==> src/rtl/mark_sched.sv <==
// Round-robin scheduler sharing NCH marker-window generators between NREQ requesters.
// Issues a one-cycle strobe plus a shared 64-bit command and tracks per-channel busy windows.
module mark_sched #(
    parameter int NREQ = 4,
    parameter int NCH  = 4,
    parameter int CW   = 4,
    parameter int LAT  = 4
) (
    input  logic                 clk,
    input  logic                 rstn,
    input  logic [NREQ-1:0]      req_valid,
    input  logic [NREQ*CW-1:0]   req_chan,
    input  logic [NREQ*12-1:0]   req_start,
    input  logic [NREQ*12-1:0]   req_len,
    output logic [NREQ-1:0]      req_ready,
    output logic [NCH-1:0]       mk_stb,
    output logic [63:0]          mk_cmd,
    output logic [NCH-1:0]       ch_busy,
    output logic                 err_badchan,
    input  logic                 err_clr
);

    localparam int PW = $clog2(NREQ);

    logic [PW-1:0]  r_ptr;
    logic [NCH-1:0] r_stb;
    logic [63:0]    r_cmd;
    logic           r_err;
    logic [13:0]    r_cnt [NCH];

    logic [NCH-1:0]  w_busy;
    logic [NREQ-1:0] w_elig;
    logic            w_found;
    logic [PW-1:0]   w_gntIdx;
    logic [CW-1:0]   w_selChan;
    logic [11:0]     w_selStart;
    logic [11:0]     w_selLen;
    logic            w_chanOk;
    logic            w_issue;
    logic            w_bad;
    logic [13:0]     w_load;

    always_comb begin
        for (int c = 0; c < NCH; c++) begin
            w_busy[c] = (r_cnt[c] != 14'd0);
        end
    end

    // Out-of-range channels never match a generator, so they stay eligible and never stall.
    always_comb begin
        w_elig = '0;
        for (int i = 0; i < NREQ; i++) begin
            w_elig[i] = req_valid[i];
            for (int c = 0; c < NCH; c++) begin
                if (int'(req_chan[i*CW +: CW]) == c && (w_busy[c] || r_stb[c])) begin
                    w_elig[i] = 1'b0;
                end
            end
        end
    end

    always_comb begin : arb
        int idx;
        idx      = 0;
        w_found  = 1'b0;
        w_gntIdx = '0;
        for (int k = 0; k < NREQ; k++) begin
            idx = int'(r_ptr) + k;
            if (idx >= NREQ) begin
                idx = idx - NREQ;
            end
            if (!w_found && w_elig[idx]) begin
                w_found  = 1'b1;
                w_gntIdx = PW'(idx);
            end
        end
    end

    assign req_ready  = (rstn && w_found) ? (NREQ'(1) << w_gntIdx) : '0;
    assign w_selChan  = req_chan[int'(w_gntIdx)*CW +: CW];
    assign w_selStart = req_start[int'(w_gntIdx)*12 +: 12];
    assign w_selLen   = req_len[int'(w_gntIdx)*12 +: 12];
    assign w_chanOk   = int'(w_selChan) < NCH;
    assign w_issue    = w_found && w_chanOk;
    assign w_bad      = w_found && !w_chanOk;
    assign w_load     = 14'(w_selStart) + 14'(w_selLen) + 14'(LAT);

    // Strobe, busy counters and command all launch on the edge that closes the handshake.
    always_ff @(posedge clk or negedge rstn) begin
        if (!rstn) begin
            r_ptr <= '0;
            r_stb <= '0;
            r_cmd <= '0;
            r_err <= 1'b0;
            for (int c = 0; c < NCH; c++) begin
                r_cnt[c] <= '0;
            end
        end else begin
            for (int c = 0; c < NCH; c++) begin
                r_stb[c] <= w_issue && (int'(w_selChan) == c);
                if (w_issue && (int'(w_selChan) == c)) begin
                    r_cnt[c] <= w_load;
                end else if (r_cnt[c] != 14'd0) begin
                    r_cnt[c] <= r_cnt[c] - 14'd1;
                end
            end
            if (w_issue) begin
                r_cmd <= {2'b00, w_selStart, w_selLen, 38'd0};
            end
            if (w_bad) begin
                r_err <= 1'b1;
            end else if (err_clr) begin
                r_err <= 1'b0;
            end
            if (w_found) begin
                r_ptr <= (int'(w_gntIdx) == NREQ - 1) ? '0 : w_gntIdx + PW'(1);
            end
        end
    end

    assign mk_stb      = r_stb;
    assign mk_cmd      = r_cmd;
    assign ch_busy     = w_busy;
    assign err_badchan = r_err;

endmodule

==> config.mk <==
export PLATFORM = sky130hd
export DESIGN_NAME = mark_sched
export DESIGN_NICKNAME = d
export VERILOG_FILES = /design/src/rtl/mark_sched.sv
export SDC_FILE = /design/constraint.sdc
export NUM_CORES = 1
export LEC_CHECK = 0
export ABC_AREA = 1
export CORE_MARGIN = 10
export CORE_UTILIZATION = 50
export CTS_CLUSTER_SIZE = 14
export DETAILED_ROUTE_END_ITERATION = 6
export PLACE_DENSITY = 0.9
export SLEW_MARGIN = 20
export SYNTH_ARGS = -nofsm -noshare
export SYNTH_HDL_FRONTEND = slang
export SYNTH_SLANG_ARGS = --single-unit
==> constraint.sdc <==
create_clock -name clk -period 5.55 [get_ports clk]
set_input_delay 1.11 -clock clk [delete_from_list [all_inputs] [get_ports clk]]
set_output_delay 1.11 -clock clk [all_outputs]
set_load 0.01 [all_outputs]
==> flow_summary.toml <==
[layout]
areaGrowthSynthToFinish_pct = 43.99
mostFrequentLayoutCells = "nand2_1, inv_1, clkdlybuf4s50_1"
nNetsFinal = 1454
layout_commonest_cell = "nand2_1"
antennaDiodeCount = 0
layout-drive-gt1-share = 0.2040

[synth]
seq_area_frac_synth = 0.2978
netlist_area_mm2 = 0.007310
synth_edf_count = 0
syn_inst = 1068
syn_area_per_cell_um2 = 6.844
yosys_warnings = 0
ys_ff_latch = 87
synth_cell_types = 40
yosys_most_used_dff = "dfrtp_1"
async_flop_share = 1.000

[floorplan]
die_x_um = 140.9
initial_core_util = 0.5068
ioPinCount = 196
die-area_mm2 = 0.01986
rows = 44
die_h_um = 140.9
core_area_mm2 = 0.01442

[clocking]
cts_hold_buf = 0
h-tree-depth = 3
clock_sinks = 87
clk_latency_ns = 0.35
clk_path_buf_depth = 2
cts_tree = "done"
cts-root-buf = "clkbuf_16"
numCtsBuffers = 9
clk_pin_slew_ns = 0.07

[placed_design]
port_buffers = 155
place_ws_ns = -0.5074
gp_congestion = 0.9319
hpwlAfterDp_mm = 17.92

[route]
viasPerCell = 5.833
drt_iter0_drc = 990
wirelength_mm = 31.60
ant_nets = 0
avgRoutedWirePerCell_um = 21.24
drc_errors = 0
num_vias = 8679
drt_pass1_iterations = 6

[sta]
worst-slew-pin-transition_ns = 1.153
setup_viol_count_final = 30
period_share = 1.088
setup_ws_ns = -0.4872
fmax_mhz = 165.6
slew_headroom = 0.2255
rsz0062_at_grt = "true"
maxSlewViolCount = 0
final.setup_skew_ns = 0.008323
min_period_ns = 6.037
hold_slack_ns = 0.4969
final-hold-violation-count = 0

[setup_path]
crit_fanout = 6
startpoint_type = "flip-flop"
critPathKind = "flip-flop to flip-flop"
end_kind = "flip-flop"
cp_common_cell = "nand2_1"
critPathMaxStageDelay_ns = 0.41
crit_arrival_ns = 6.26
crit_slowest_cell = "dfrtp_1"
cp.required_ns = 5.77

[run]
maxCapViolCount = 0

[global_route]
grt_usage = 0.2268
grt_first_pass_wirelength_mm = 37.16
antenna_found_initial = 0
grt_pass1_vias = 7732
grt.overflow.total = 0
grt_max_degree = 50

[run_status]
violations = "negative setup slack"
outcome = "finished, violations left"

[worst_hold_path]
holdCritPathClass = "flip-flop to flip-flop"
-- synth_stat cells, types with 4 or more instances --
library cell,instances,area (um2)
inv_2,14,52.55
inv_1,149,559.3
nand2_4,5,56.30
o22ai_1,16,100.1
nor2_1,114,427.9
buf_4,44,330.3
a21oi_1,21,105.1
buf_6,4,45.04
clkbuf_1,7,26.28
o21ai_0,84,420.4
dfrtp_1,87,2177
ha_1,35,437.9
nor4_1,4,25.02
o21ai_1,21,105.1
nand2_1,249,934.7
xnor2_1,20,175.2
nor2_4,4,45.04
xor2_1,30,262.8
nand3_2,12,120.1
nor2_2,16,100.1
buf_2,11,55.05
or2_1,5,31.28
nand3_1,57,285.3
nor3_1,27,135.1
nand2_2,11,68.82
-- stage by stage --
stage / std cells / utilization / TNS [ns] / instance area, um2
6_report: 1488 / 0.7297 / -8.290 / 10530
5_1_grt: 1488 / 0.7297 / -11.69 / 10530
4_1_cts: 1462 / 0.6750 / 0 / 9736
3_5_place_dp: 1442 / 0.6452 / -8.009 / 9306
3_3_place_gp: 1442 / 0.6452 / -3.327 / 9306
2_1_floorplan: 1107 / - / 0 / 7456
-- flip-flops by register name, summed over array words and instances, names as in the netlist --
signal and flops:
r_cnt 56, mk_cmd 24, mk_stb 4, r_ptr 2
err_badchan 1
-- cell type report --
cell class / count / area, um2
Inverter: 164 / 631.9
Clock inverter: 3 / 23.77
Tap cell: 184 / 230.2
Fill cell: 912 / 3899
Sequential cell: 87 / 2177
Multi-Input combinational cell: 790 / 4677
Timing Repair Buffer: 247 / 2505
Clock buffer: 13 / 280.3
-- final timing paths --
kind                                          endpoint  cells past startpoint  slack (ns)                   start
worst max-delay path             r_cnt[41]$_DFFE_PN0P_                     39       -0.49    r_cnt[1]$_DFFE_PN0P_
worst min-delay path            mk_cmd[61]$_DFFE_PN0P_                      2        0.50  mk_cmd[61]$_DFFE_PN0P_
worst max register to register   r_cnt[41]$_DFFE_PN0P_                     39       -0.49    r_cnt[1]$_DFFE_PN0P_
worst min register to register  mk_cmd[61]$_DFFE_PN0P_                      2        0.50  mk_cmd[61]$_DFFE_PN0P_
max in group asynchronous        r_cnt[38]$_DFFE_PN0P_                      2        3.72                    rstn
min in group asynchronous        r_cnt[50]$_DFFE_PN0P_                      1        0.73                    rstn
-- worst max-delay path: cells and delay by family (launching register included) --
kind	cells	cell delay, ns
and+or+nand+nor	19	2.35
buffers and inverters	10	1.18
AOI/OAI and AO/OA	7	0.99
adders and majority gates	3	0.97
DFF	1	0.41
-- routing by layer --
| layer | vias to the layer above | routed length (um) | GRT usage |
|---|---|---|---|
| met5 | - | 0 | 0 |
| met4 | 0 | 2835 | 0.08750 |
| met3 | 261 | 4223 | 0.07726 |
| met2 | 751 | 14460 | 0.4059 |
| met1 | 3924 | 10080 | 0.2393 |
| li1 | 3743 | - | - |
-- cell families after synthesis --
| kind of cell | share of synthesized area |
|---|---|
| flops | 0.2978 |
| compound gates | 0.1085 |
| buf+inv | 0.1469 |
| fa+ha+maj | 0.06265 |
| other cells | 0.0005130 |
| xor+xnor | 0.05991 |
| simple gates | 0.3237 |
-- repair_timing --
action,4_1_cts,5_1_grt
cloned,2,6
setup endpoints to repair,15,25
pin swaps,6,43
gates resized for setup,15,130
buffers inserted,2,21
Power is not shown: default switching activity piles up to over one toggle a cycle in this logic, so the estimate is an artifact.
